--- src/rtl/rf_arbiter.sv ---
// rtl/rf_arbiter.sv - core/debug round-robin arbiter for a shared register-file port.
// Optional RF_ARBITER_PAIR_GUARD_EN: blocks inc/dec on an odd pair index and flags the owner.
module rf_arbiter #(
    parameter int MAX_HOLD = 8
) (
    input  logic       clk,
    input  logic       rst,
    input  logic       c_req,
    input  logic       d_req,
    input  logic [3:0] c_sel,
    input  logic [3:0] d_sel,
    input  logic [3:0] c_psel,
    input  logic [3:0] d_psel,
    input  logic [7:0] c_wdata,
    input  logic [7:0] d_wdata,
    input  logic       c_we,
    input  logic       d_we,
    input  logic       c_inc,
    input  logic       d_inc,
    input  logic       c_dec,
    input  logic       d_dec,
    output logic       c_gnt,
    output logic       d_gnt,
    output logic       c_err,
    output logic       d_err,
    output logic [3:0] rf_inSelect,
    output logic [3:0] rf_outBselect,
    output logic [7:0] rf_in,
    output logic       rf_write_en,
    output logic       rf_inc,
    output logic       rf_dec
);

    typedef enum logic [1:0] {IDLE, CORE, DBG} state_t;

    localparam logic [7:0] HOLD_LAST = 8'(MAX_HOLD - 1);

    state_t     state_q, state_d;
    logic [7:0] hold_q;
    logic       rr_dbg_q;

    logic       own_req, own_we, own_inc, own_dec;
    logic [3:0] own_sel, own_psel;
    logic [7:0] own_wdata;
    logic       active, pair_hit, odd_hit, err_evt;

    always_comb begin
        state_d = state_q;
        case (state_q)
            IDLE: begin
                if (c_req && d_req) state_d = rr_dbg_q ? DBG : CORE;
                else if (c_req)     state_d = CORE;
                else if (d_req)     state_d = DBG;
            end
            CORE: begin
                if (c_req) begin
                    if (d_req && hold_q == HOLD_LAST) state_d = DBG;
                end else begin
                    state_d = d_req ? DBG : IDLE;
                end
            end
            DBG: begin
                if (d_req) begin
                    if (c_req && hold_q == HOLD_LAST) state_d = CORE;
                end else begin
                    state_d = c_req ? CORE : IDLE;
                end
            end
            default: state_d = IDLE;
        endcase
    end

    // rr_dbg_q set means debug wins the next IDLE tie.
    always_ff @(posedge clk or posedge rst) begin
        if (rst) begin
            state_q  <= IDLE;
            hold_q   <= 8'd0;
            rr_dbg_q <= 1'b0;
            c_gnt    <= 1'b0;
            d_gnt    <= 1'b0;
            c_err    <= 1'b0;
            d_err    <= 1'b0;
        end else begin
            state_q <= state_d;
            c_gnt   <= (state_d == CORE);
            d_gnt   <= (state_d == DBG);
            if (state_d != state_q) begin
                hold_q <= 8'd0;
                if (state_d == CORE) rr_dbg_q <= 1'b1;
                if (state_d == DBG)  rr_dbg_q <= 1'b0;
            end else if (state_q != IDLE && hold_q != HOLD_LAST) begin
                hold_q <= hold_q + 8'd1;
            end
            if (err_evt && state_q == CORE) c_err <= 1'b1;
            if (err_evt && state_q == DBG)  d_err <= 1'b1;
        end
    end

    always_comb begin
        own_req   = 1'b0;
        own_we    = 1'b0;
        own_inc   = 1'b0;
        own_dec   = 1'b0;
        own_sel   = 4'd0;
        own_psel  = 4'd0;
        own_wdata = 8'd0;
        case (state_q)
            CORE: begin
                own_req   = c_req;
                own_we    = c_we;
                own_inc   = c_inc;
                own_dec   = c_dec;
                own_sel   = c_sel;
                own_psel  = c_psel;
                own_wdata = c_wdata;
            end
            DBG: begin
                own_req   = d_req;
                own_we    = d_we;
                own_inc   = d_inc;
                own_dec   = d_dec;
                own_sel   = d_sel;
                own_psel  = d_psel;
                own_wdata = d_wdata;
            end
            default: ;
        endcase
    end

    // A same-register write plus inc/dec is ambiguous: the write wins and it is flagged.
    always_comb begin
        active   = own_req && !rst;
        pair_hit = own_we && (own_inc || own_dec) && (own_sel == own_psel);
`ifdef RF_ARBITER_PAIR_GUARD_EN
        odd_hit  = (own_inc || own_dec) && own_psel[0];
`else
        odd_hit  = 1'b0;
`endif
        err_evt       = active && (pair_hit || odd_hit);
        rf_write_en   = active && own_we;
        rf_inc        = active && own_inc && !pair_hit && !odd_hit;
        rf_dec        = active && own_dec && !own_inc && !pair_hit && !odd_hit;
        rf_inSelect   = active ? own_sel   : 4'd0;
        rf_outBselect = active ? own_psel  : 4'd0;
        rf_in         = active ? own_wdata : 8'd0;
    end

endmodule
--- config.mk ---
export PLATFORM = sky130hd
export DESIGN_NAME = rf_arbiter
export DESIGN_NICKNAME = d
export VERILOG_FILES = /design/src/rtl/rf_arbiter.sv
export SDC_FILE = /design/constraint.sdc
export NUM_CORES = 1
export LEC_CHECK = 0
export BUFFER_PORTS_ARGS = -buffer_cell sky130_fd_sc_hd__buf_2
export CAP_MARGIN = 0
export CORE_ASPECT_RATIO = 0.9
export CORE_MARGIN = 2
export CORE_UTILIZATION = 40
export CTS_CLUSTER_SIZE = 14
export DETAILED_ROUTE_END_ITERATION = 10
export HOLD_SLACK_MARGIN = 0.15
export PLACE_DENSITY = 0.7
export SKIP_CTS_REPAIR_TIMING = 1
export SYNTH_ARGS = -nofsm -noshare
export SYNTH_HDL_FRONTEND = slang
export SYNTH_SLANG_ARGS = --single-unit
--- constraint.sdc ---
create_clock -name clk -period 3.27 [get_ports clk]
set_clock_uncertainty 0.2 [all_clocks]
set_input_delay 0.1635 -clock clk [delete_from_list [all_inputs] [get_ports clk]]
set_output_delay 0.1635 -clock clk [all_outputs]
set_load 0.02 [all_outputs]
**Word level (Yosys, flattened, before mapping)**

Index checks and enable logic that the tools add are counted.

- Bits in registers: 15
- Output and inout port bits: 23
- Word-level logic and storage cells: 66

- Add/subtract/negate cells: 1
- Equal/unequal tests: 8
- Muxes and demuxes: 25
- Reductions and logical operators: 25

Operators with widths:

| operator | number |
|---|---|
| $mux 8 | 3 |
| $mux 2 | 9 |
| $logic_and 1x1->1 | 16 |
| $pmux 4 s2 | 2 |
| $pmux 8 s2 | 1 |
| $add 8x1->8 const B | 1 |
| $eq 8x3->1 const B | 1 |
| $mux 4 | 2 |
| $ne 8x3->1 const B | 1 |
| $pmux 1 s2 | 4 |
| $pmux 2 s3 | 1 |
| $reduce_bool 2->1 | 3 |
| $eq 2x1->1 const B | 2 |
| $eq 2x2->1 const B | 2 |
| $eq 4x4->1 | 1 |
| $logic_not 1->1 | 3 |
| $mux 1 | 3 |
| $logic_not 2->1 | 1 |
| $ne 2x2->1 | 1 |
| $reduce_and 2->1 | 1 |
| $logic_or 1x1->1 | 1 |

**Longest topological paths before layout**

- Depth in word-level cells: 8
- Gate-level depth with buffers: 9
- Mapped depth without buffers: 9

**Least setup slack after synthesis**

Ideal clock, no wire load.

- Kind: reg-to-output
- From: reg state_q[1]
- To: out rf_in[0]
- Arrival time: 1980 ps
- Required time: 2907 ps
- Path slack: 927 ps
- Stages on the path, launching flop included: 8
- Cell sequence: dfrtp_1 -> inv_1 -> ha_1 -> clkbuf_1 -> clkbuf_1 -> clkbuf_1 -> a22oi_1 -> nor2_1

- Cells in the longest elaborated chain, start to end: 4

Ends and longest elaborated chain:

| item | line | text |
|---|---|---|
| from (decl) | 38 | `state_t state_q, state_d;` |
| from (signal assigned) | 84 | `state_q <= state_d;` |
| $eq 2x2->1 / $eq 2x1->1 (equally long branches) | 107 | `case (state_q)` |
| $pmux 1 s2 | 107 |  |
| $logic_and 1x1->1 | 132 | `active = own_req && !rst;` |
| $mux 8 (*) | 145 | `rf_in = active ? own_wdata : 8'd0;` |
| to (decl) | 28 | `output logic [7:0] rf_in,` |

Every way passes the cells marked *; elsewhere a longest branch is shown, timed or not.

**Final worst setup path**

- From: reg state_q[0]
- To: out rf_dec

- Cells in the longest elaborated chain, start to end: 7

Ends and longest elaborated chain:

| item | line | text |
|---|---|---|
| branches (longest 6 deep; another with $pmux 4 s2) | n/a |  |
| $logic_and 1x1->1 (*) | 142 | `rf_dec = active && own_dec && !own_inc && !pair_hit && !odd_hit;` |
| to (decl) | 31 | `output logic rf_dec` |

Mark *: on every way between the ends.

==> impl_metrics.yaml <==
run_status:
  outcome: "finished, final reports clean"
setup_path:
  worstSetupEndpointType: "output port"
  crit_buf_inv: 2
  rrSetupSlack_ps: 680
  critPathLaunchType: "flip-flop"
  path_common_cell: "nand2_1"
  path_cells: "inv_1 > ha_1 > a22o_1 > nand2_1 > a2111oi_0 > nand2_1 > o21bai_1 > nor2_1 > buf_2"
  path_delay_family: "compound AO/OA/AOI/OAI gates"
  ff2ff_path_depth: 9
  r2r_start: "state_q[0]"
  critPathMaxStageDelay_ps: 460
  cp.depth: 9
  cp_max_fo: 12
  crit_path_top_delay_cell: "dfrtp_1"
  cp-endpoint: "rf_dec"
  required_ps: 2910
  crit_start: "state_q[0]"
  cp.arrival_ps: 2510
  r2r-end: "rr_dbg_q"
  critPathKind: "flip-flop to output port"
cells_and_area:
  layout-drive-gt1-share_pct: 32.77
  area_growth_pct: 30.65
  antenna_cells: 0
  nNetsFinal: 288
  final_area_um2: 1824
  fill_cells: 351
drt:
  via_count: 1462
  first_pass_iters: 4
  drt_iter0_drc: 52
  drt-total-wl_um: 3487
  via_per_inst: 5.184
  ant_nets: 0
  wl_per_cell_um: 12.37
  drc: 0
die:
  start_util_pct: 41.64
  fp.dieW_um: 66.28
  pin_count: 65
  coreArea_um2: 3353
  fp.dieH_um: 60.05
  design.die.area_um2: 3980
  row_count: 20
pwr:
  ir_worst_vdd_v: 0.0002396
  power.leakage_nw: 0.8879
  internal-power_uw: 581.8
  clkPwrFrac_pct: 13.6
  power_frac_seq_pct: 23.6
  pwr-share-comb_pct: 62.8
  switchingPower_uw: 505.5
  sw_frac_of_total_pct: 46.49
  pwr_density_cell_nw_per_um2: 596.0
timing:
  setup-tns-final_ps: 0
  slew-limit-headroom_pct: 66.08
  finalSetupViolCount: 0
  finalHoldViolCount: 0
  worstMarginPinSlew_ps: 506.5
  layout_min_cycle_time_ps: 2875
  finalCritPeriodShare_pct: 87.93
  slew_violations: 0
  holdWs_ps: 250.7
  rsz0062_at_grt: "false"
  fmax_mhz: 347.8
clock_tree:
  clock_latency_ps: 240
  cts.reportedPaths.clkPinSlew_ps: 60
  cts_buffers: 3
  cts_max_level: 1
  clock-sinks: 15
  cts_tree: "built"
  root_buffer: "clkbuf_8"
  clockBufferDepth: 2
grt:
  grt_max_degree: 23
  grt_pass1_vias: 1247
  grt_overflow: 0
  grt_antenna_before_repair: 0
  grt_pass1_wl_um: 5664
  grt_usage_pct: 18.23
logic_synthesis:
  syn-cell-area_um2: 1396
  synth_top_area_share_pct: 26.88
  seq_area_frac_synth_pct: 26.88
  ys_types: 38
  yosysTopAreaCell: "dfrtp_1"
  synth.area.top_cells: "dfrtp_1 (27%), a22oi_1 (11%), nor2_1 (8.6%), ha_1 (6.3%), xnor2_1 (5.0%)"
  ys_ff_latch: 15
  async_flop_share_pct: 100.0
  synth_edf_count: 0
  netlist_instances: 173
  synth_flop_cell: "dfrtp_1"
  synthTopCellsByCount: "nor2_1 (32), a22oi_1 (20), dfrtp_1 (15)"
  ys_warn_count: 0
  yosysMostFrequentCell: "nor2_1"
  syn_nets: 222
  syn_avg_cell_area_um2: 8.071
run:
  drv_cap: 0
place:
  port-buffer-count: 64
  dpl.hpwl_um: 2672
  place_area_um2: 1769
  gp_congestion: 0.8638
worst_hold_path:
  hold_class: "input port to async pin"
## state kept, by name, indices dropped and copies added (netlist names)
register  cells
c_err         1
state_q       2
c_gnt         1
hold_q        8
d_gnt         1
d_err         1
rr_dbg_q      1
## worst register-to-register path: cells and delay by family (launching register included)
kind            cells  cell delay, ps
fa+ha+maj           2             640
mux                 1             190
compound gates      3             600
flops               1             470
buf+inv             2             240
simple gates        1             180
## power by group through the flow
stage               registers [mW]  clock network (mW)  logic, mW
detailed placement           0.260                   0      0.683
global placement             0.257                   0      0.676
CTS                          0.257               0.152      0.687
floorplan                    0.265                   0      0.505
finish                       0.257               0.148      0.683
global route                 0.263               0.161      0.769
## cell families after synthesis
kind of cell	Yosys count	share of synthesized area [%]
AO/OA/AOI/OAI	57	28.67
XOR/XNOR	12	7.527
adder cells (fa/ha/maj)	7	6.272
buffers and inverters	17	4.749
flip-flops	15	26.88
multiplexers	6	4.570
AND/OR/NAND/NOR	59	21.33
## how the worst min path moves through the flow
stage	endpoint	slack, ps	cells past startpoint
after CTS	hold_q[0]	-290	3
after global routing	state_q[0]	270	4
final	c_gnt	250	4
after global placement	hold_q[2]	-30	3
after floorplan	c_err	-130	1
after detailed placement	hold_q[2]	-20	3
## placed cells by master, fill, tap and decap left out, types with 3 or more instances in the layout
cell	count
buf_2	64
nor2_1	32
a22oi_1	20
dfrtp_1	15
a21oi_1	10
inv_1	9
xnor2_1	8
nand2_1	7
o21ai_0	7
ha_1	7
a22o_1	5
xor2_1	4
nand3_1	4
buf_4	4
mux2i_1	3
o21bai_1	3
nand2b_1	3
mux2_2	3
clkbuf_8	3
## per-layer routing
layer  track usage [%]  part of all wire, %
met5                 0                    0
met4             3.499                 0.60
met3             3.766                  4.5
met2             28.14                   45
met1             26.52                   50
## area by class of cell
| class | instances | area (um^2) | share of cell area, % |
|---|---|---|---|
| Clock buffer | 4 | 45.04 | 2.469 |
| Inverter | 9 | 33.78 | 1.852 |
| Multi-Input combinational cell | 141 | 954.7 | 52.33 |
| Sequential cell | 15 | 375.4 | 20.58 |
| Tap cell | 44 | 55.05 | 3.018 |
| Timing Repair Buffer | 69 | 360.3 | 19.75 |
## stage by stage
stage | total power, mW | std cells | worst slack [ps] | utilization, %
final | 1.087 | 282 | 394.8 | 54.40
after global routing | 1.193 | 282 | 192.8 | 54.40
after CTS | 1.097 | 281 | 381.2 | 54.10
after detailed placement | 0.9424 | 277 | 652.5 | 52.76
after global placement | 0.9331 | 277 | 701.8 | 52.76
after floorplan | 0.7699 | 173 | 926.5 | -
Note: power is estimated with default switching activity, not from simulation.
